--- src/rtl/qos_pkg.sv ---
// Shared QoS definitions for the age-boost front end and the downstream arbiter.
package qos_pkg;

    localparam int unsigned NUM_REQ = 32;
    localparam int unsigned QOS_W   = 4;
    localparam int unsigned QOS_MAX = 15;

    typedef logic [QOS_W-1:0] qos_t;

endpackage : qos_pkg

--- src/rtl/qos_age_lane.sv ---
// One requestor lane: wait-age counter, age-derived QoS boost with clamping,
// and saturation (starvation) flag.
module qos_age_lane
    import qos_pkg::*;
#(
    parameter int unsigned AGE_W     = 8,
    parameter int unsigned AGE_SHIFT = 4
) (
    input  logic       clk,
    input  logic       rst,
    input  logic       req_i,
    input  logic       clr_i,
    input  qos_t       qos_i,
    output qos_t       qos_c,
    output logic       starve_c
);

    // Sum is wide enough that base + boost can never wrap before the clamp.
    localparam int unsigned SUM_W = ((AGE_W > QOS_W) ? AGE_W : QOS_W) + 1;
    localparam logic [AGE_W-1:0] AGE_MAX = '1;

    logic [AGE_W-1:0] age_q;
    logic [AGE_W-1:0] age_d;
    logic [AGE_W-1:0] boost;
    logic [SUM_W-1:0] sum;

    // Clear on idle or on a valid grant (grant beats increment); else saturating count.
    always_comb begin
        age_d = age_q;
        if (!req_i || clr_i) begin
            age_d = '0;
        end else if (age_q != AGE_MAX) begin
            age_d = age_q + AGE_W'(1);
        end
    end

    always_ff @(posedge clk or posedge rst) begin
        if (rst) begin
            age_q <= '0;
        end else begin
            age_q <= age_d;
        end
    end

    // Idle lanes pass their base QoS straight through.
    always_comb begin
        boost = age_q >> AGE_SHIFT;
        sum   = SUM_W'(qos_i) + SUM_W'(boost);
        qos_c = qos_i;
        if (req_i) begin
            qos_c = (sum > SUM_W'(QOS_MAX)) ? QOS_W'(QOS_MAX) : sum[QOS_W-1:0];
        end
    end

    assign starve_c = (age_q == AGE_MAX);

endmodule : qos_age_lane

--- src/rtl/qos_age_boost_32.sv ---
// Ages waiting requests and raises their QoS over time so low-priority
// requestors cannot be starved by the downstream QoS arbiter.
module qos_age_boost_32
    import qos_pkg::*;
#(
    parameter int unsigned AGE_W     = 8,
    parameter int unsigned AGE_SHIFT = 4
) (
    input  logic                       clk,
    input  logic                       rst,
    input  logic [NUM_REQ-1:0]         req_in,
    input  logic [NUM_REQ*QOS_W-1:0]   qos_in,
    input  logic [NUM_REQ-1:0]         grant,
    input  logic                       grant_valid,
    output logic [NUM_REQ-1:0]         req_out,
    output logic [NUM_REQ*QOS_W-1:0]   qos_out,
    output logic [NUM_REQ-1:0]         starve
);

    assign req_out = req_in;

    for (genvar i = 0; i < NUM_REQ; i++) begin : g_lane
        qos_age_lane #(
            .AGE_W     (AGE_W),
            .AGE_SHIFT (AGE_SHIFT)
        ) u_lane (
            .clk      (clk),
            .rst      (rst),
            .req_i    (req_in[i]),
            .clr_i    (grant_valid & grant[i]),
            .qos_i    (qos_in[QOS_W*i +: QOS_W]),
            .qos_c    (qos_out[QOS_W*i +: QOS_W]),
            .starve_c (starve[i])
        );
    end

endmodule : qos_age_boost_32

--- config.mk ---
export PLATFORM = sky130hd
export DESIGN_NAME = qos_age_boost_32
export DESIGN_NICKNAME = d
export VERILOG_FILES = /design/src/rtl/qos_pkg.sv /design/src/rtl/qos_age_lane.sv /design/src/rtl/qos_age_boost_32.sv
export SDC_FILE = /design/constraint.sdc
export NUM_CORES = 1
export LEC_CHECK = 0
export BUFFER_PORTS_ARGS = -buffer_cell sky130_fd_sc_hd__buf_2
export CORE_MARGIN = 2
export CORE_UTILIZATION = 50
export CTS_BUF_LIST = sky130_fd_sc_hd__clkbuf_8
export DETAILED_ROUTE_END_ITERATION = 10
export PLACE_DENSITY = 0.7
export SYNTH_ARGS = -nofsm -noshare
export SYNTH_HDL_FRONTEND = slang
export SYNTH_SLANG_ARGS = --single-unit
--- constraint.sdc ---
create_clock -name clk -period 8.9 [get_ports clk]
set_clock_uncertainty 0.05 [all_clocks]
set_input_delay 0.445 -clock clk [delete_from_list [all_inputs] [get_ports clk]]
set_output_delay 0.445 -clock clk [all_outputs]
set_load 0.02 [all_outputs]
==> summary.txt <==
Final setup vio count -> 0
Largest register FFs -> 256
Area of the mapped netlist -> 20,400 um^2
Setup TNS Final -> 0 ps
Pint -> 2.00 mW
Avg WL per Cell -> 15.9 um
Max Cap Violations -> 0
Number of flops mapped to enable cells by yosys -> 0
Cell leakage power -> 10.8 nW
Number of H-tree levels -> 2
Ys async rst share -> 1.00
Most common cell after layout, fill and taps aside -> buf_2
Placed cell count -> 3,179
Hold Crit Class -> in -> reg
Largest net degree at the start of global routing -> 131
Register bit total from synthesis -> 256
Final Total Pwr -> 2.82 mW
Worst-Margin Slew -> 948 ps
Critical path type -> reg -> out
Die W -> 206 um
Crit path time final -> 3050 ps
Hold_buf cts -> 1
Register area -> 6410 um^2
CP startpoint kind -> flip-flop
Largest regs -> g_lane.u_lane.age_q (256)
Synth Warn # -> 0
Share of cells above drive strength 1 -> 0.189
Fin crit share -> 0.342
Area of the multi-input gates -> 12,600 um^2
Switching power -> 0.816 mW
Unrepaired setup endpoints after global routing -> no
Initial antenna violation count -> 2
Final WL -> 51,800 um
Clk Tree Root Cell -> clkbuf_8
Syn Nets -> 2,776
Dpl cell area -> 22,300 um^2
CTS Sinks -> 256
Register area share after synthesis -> 0.314
Most frequent cells in the layout -> buf_2 (386), dfrtp_1 (256), nor2_1 (192)
Setup repair bufs after CTS -> 0
Critical Path Fanout Max -> 9
Cell count after synthesis -> 2,389
Vias after detailed routing -> 19,600
Vias per inst -> 6.01
DRC -> 0
VDD IR max -> 80.5 uV
DR pass1 iterations -> 7
Clock share of power -> 0.409
Die ar. -> 42,400 um^2
GP Congestion -> 0.915
Final Instance Area -> 23,200 um^2
WP data required -> 8410 ps
Detailed placement HPWL -> 39,100 um
Hold Vio Cnt, Final -> 0
Nets -> 3,092
Status -> complete, no violations
Post-Layout Cell Count -> 3,263
Switching share of power -> 0.289
Skew-Pair Late Insertion Delay -> 600 ps
Die Y-Extent -> 206 um
Core area -> 40,000 um^2
Top-level I/O count -> 387
Slew HR -> 0.368
Sequential Power Share -> 0.433
Layout Area Growth over Synthesis -> 13.9%
Highest clock rate -> 0.328 GHz
Antenna viol nets, final -> 0
Largest register by flop count -> g_lane.u_lane.age_q
CTS Buf Count -> 48
Global route overflow -> 0
Cell Rows -> 73
CTS tree -> done
Combinational fraction of design power -> 0.158
CTS resizes -> 0
Slew Viols, Final -> 0
Aggregate global-route resource usage -> 0.237
Filler cell count -> 3,642
Critical path endpoint category -> output pin
Main synth FF type -> dfrtp_1
Synthesized area per cell -> 8.54 um^2
Post-synth cell types -> 47
Drt first-iter violations -> 1,383
Maximum clock insertion buffer count -> 3
Port buffer count -> 386
Worst path arrival time -> 2550 ps
First-pass GRT wire length -> 85,000 um
Pwr Density -> 121 nW/um^2
Initial core utilization -> 0.510
Clk slew on worst S/H paths -> 60 ps
Vias in the first global route -> 18,400
power by group through the flow:
stage | logic, mW | registers (mW) | clock network, mW
finish | 0.445 | 1.22 | 1.15
global route | 0.497 | 1.23 | 1.25
CTS | 0.448 | 1.22 | 1.19
detailed placement | 0.446 | 1.24 | 0
floorplan | 0.289 | 1.23 | 0
global placement | 0.431 | 1.24 | 0
worst paths after layout:
| check | from | end | slack, ps | depth (start not counted) |
|---|---|---|---|---|
| min in group asynchronous | rst | g_lane[23].u_lane.age_q[4]$_DFFE_PP0P_ | 470 | 3 |
| max in group asynchronous | rst | g_lane[22].u_lane.age_q[6]$_DFFE_PP0P_ | 7100 | 4 |
| min | grant[19] | g_lane[19].u_lane.age_q[1]$_DFFE_PP0P_ | 140 | 4 |
| max | g_lane[20].u_lane.age_q[4]$_DFFE_PP0P_ | qos_out[83] | 5850 | 7 |
| max reg2reg | g_lane[30].u_lane.age_q[0]$_DFFE_PP0P_ | g_lane[30].u_lane.age_q[5]$_DFFE_PP0P_ | 7120 | 4 |
| min reg2reg | g_lane[25].u_lane.age_q[2]$_DFFE_PP0P_ | g_lane[25].u_lane.age_q[2]$_DFFE_PP0P_ | 490 | 1 |
synthesized netlist by cell type, types with 59 or more instances:
master | number | area share
ha_1 | 160 | 0.098
o21ai_0 | 113 | 0.028
nor2_1 | 192 | 0.035
nand3_1 | 91 | 0.022
dfrtp_1 | 256 | 0.31
a211oi_1 | 59 | 0.022
a31oi_1 | 185 | 0.057
nand4_1 | 79 | 0.024
a21oi_1 | 132 | 0.032
nor3_1 | 122 | 0.030
nor2b_1 | 64 | 0.020
buf_4 | 64 | 0.024
nand2_1 | 152 | 0.028
inv_1 | 159 | 0.029
final cells by class:
| class | count | share of cell area |
|---|---|---|
| Clock buffer | 62 | 0.0367 |
| Antenna cell | 2 | 0.000215 |
| Tap cell | 525 | 0.0283 |
| Sequential cell | 256 | 0.276 |
| Inverter | 159 | 0.0260 |
| Clock inverter | 19 | 0.00442 |
| Multi-Input combinational cell | 1851 | 0.544 |
| Timing Repair Buffer | 389 | 0.0848 |
per-stage QoR:
stage,setup WS (ps),util,hold WS [ps]
2_1_floorplan,1360,-,433
3_3_place_gp,6460,0.556,466
3_5_place_dp,6410,0.556,474
4_1_cts,5780,0.581,86.3
5_1_grt,5650,0.581,133
6_report,5850,0.581,143
cell families (layout without fill, tap and decap cells):
logic type,after synthesis,count (layout),synth area share
buf+inv,282,629,0.0662
xor+xnor,32,32,0.0137
mux,30,30,0.0155
flops,256,256,0.314
other cells,0,2,0
fa+ha+maj,192,192,0.130
simple gates,960,960,0.262
compound gates,637,637,0.199
routing by layer:
| metal | routed length [um] | up-vias | global-route usage |
|---|---|---|---|
| met3 | 3040 | 91 | 0.0457 |
| met4 | 1200 | 0 | 0.0763 |
| met2 | 24500 | 598 | 0.398 |
| li1 | - | 9567 | - |
| met1 | 23000 | 9349 | 0.308 |
| met5 | 0 | - | 0 |
critical path: stages, from the launching register on:
cell	delay, ps
dfrtp_1	470
ha_1	220
inv_1	60
fa_1	410
nor4bb_1	180
nand4_1	100
nor3b_1	290
buf_2	230
Note: power is estimated with default switching activity, not from simulation.
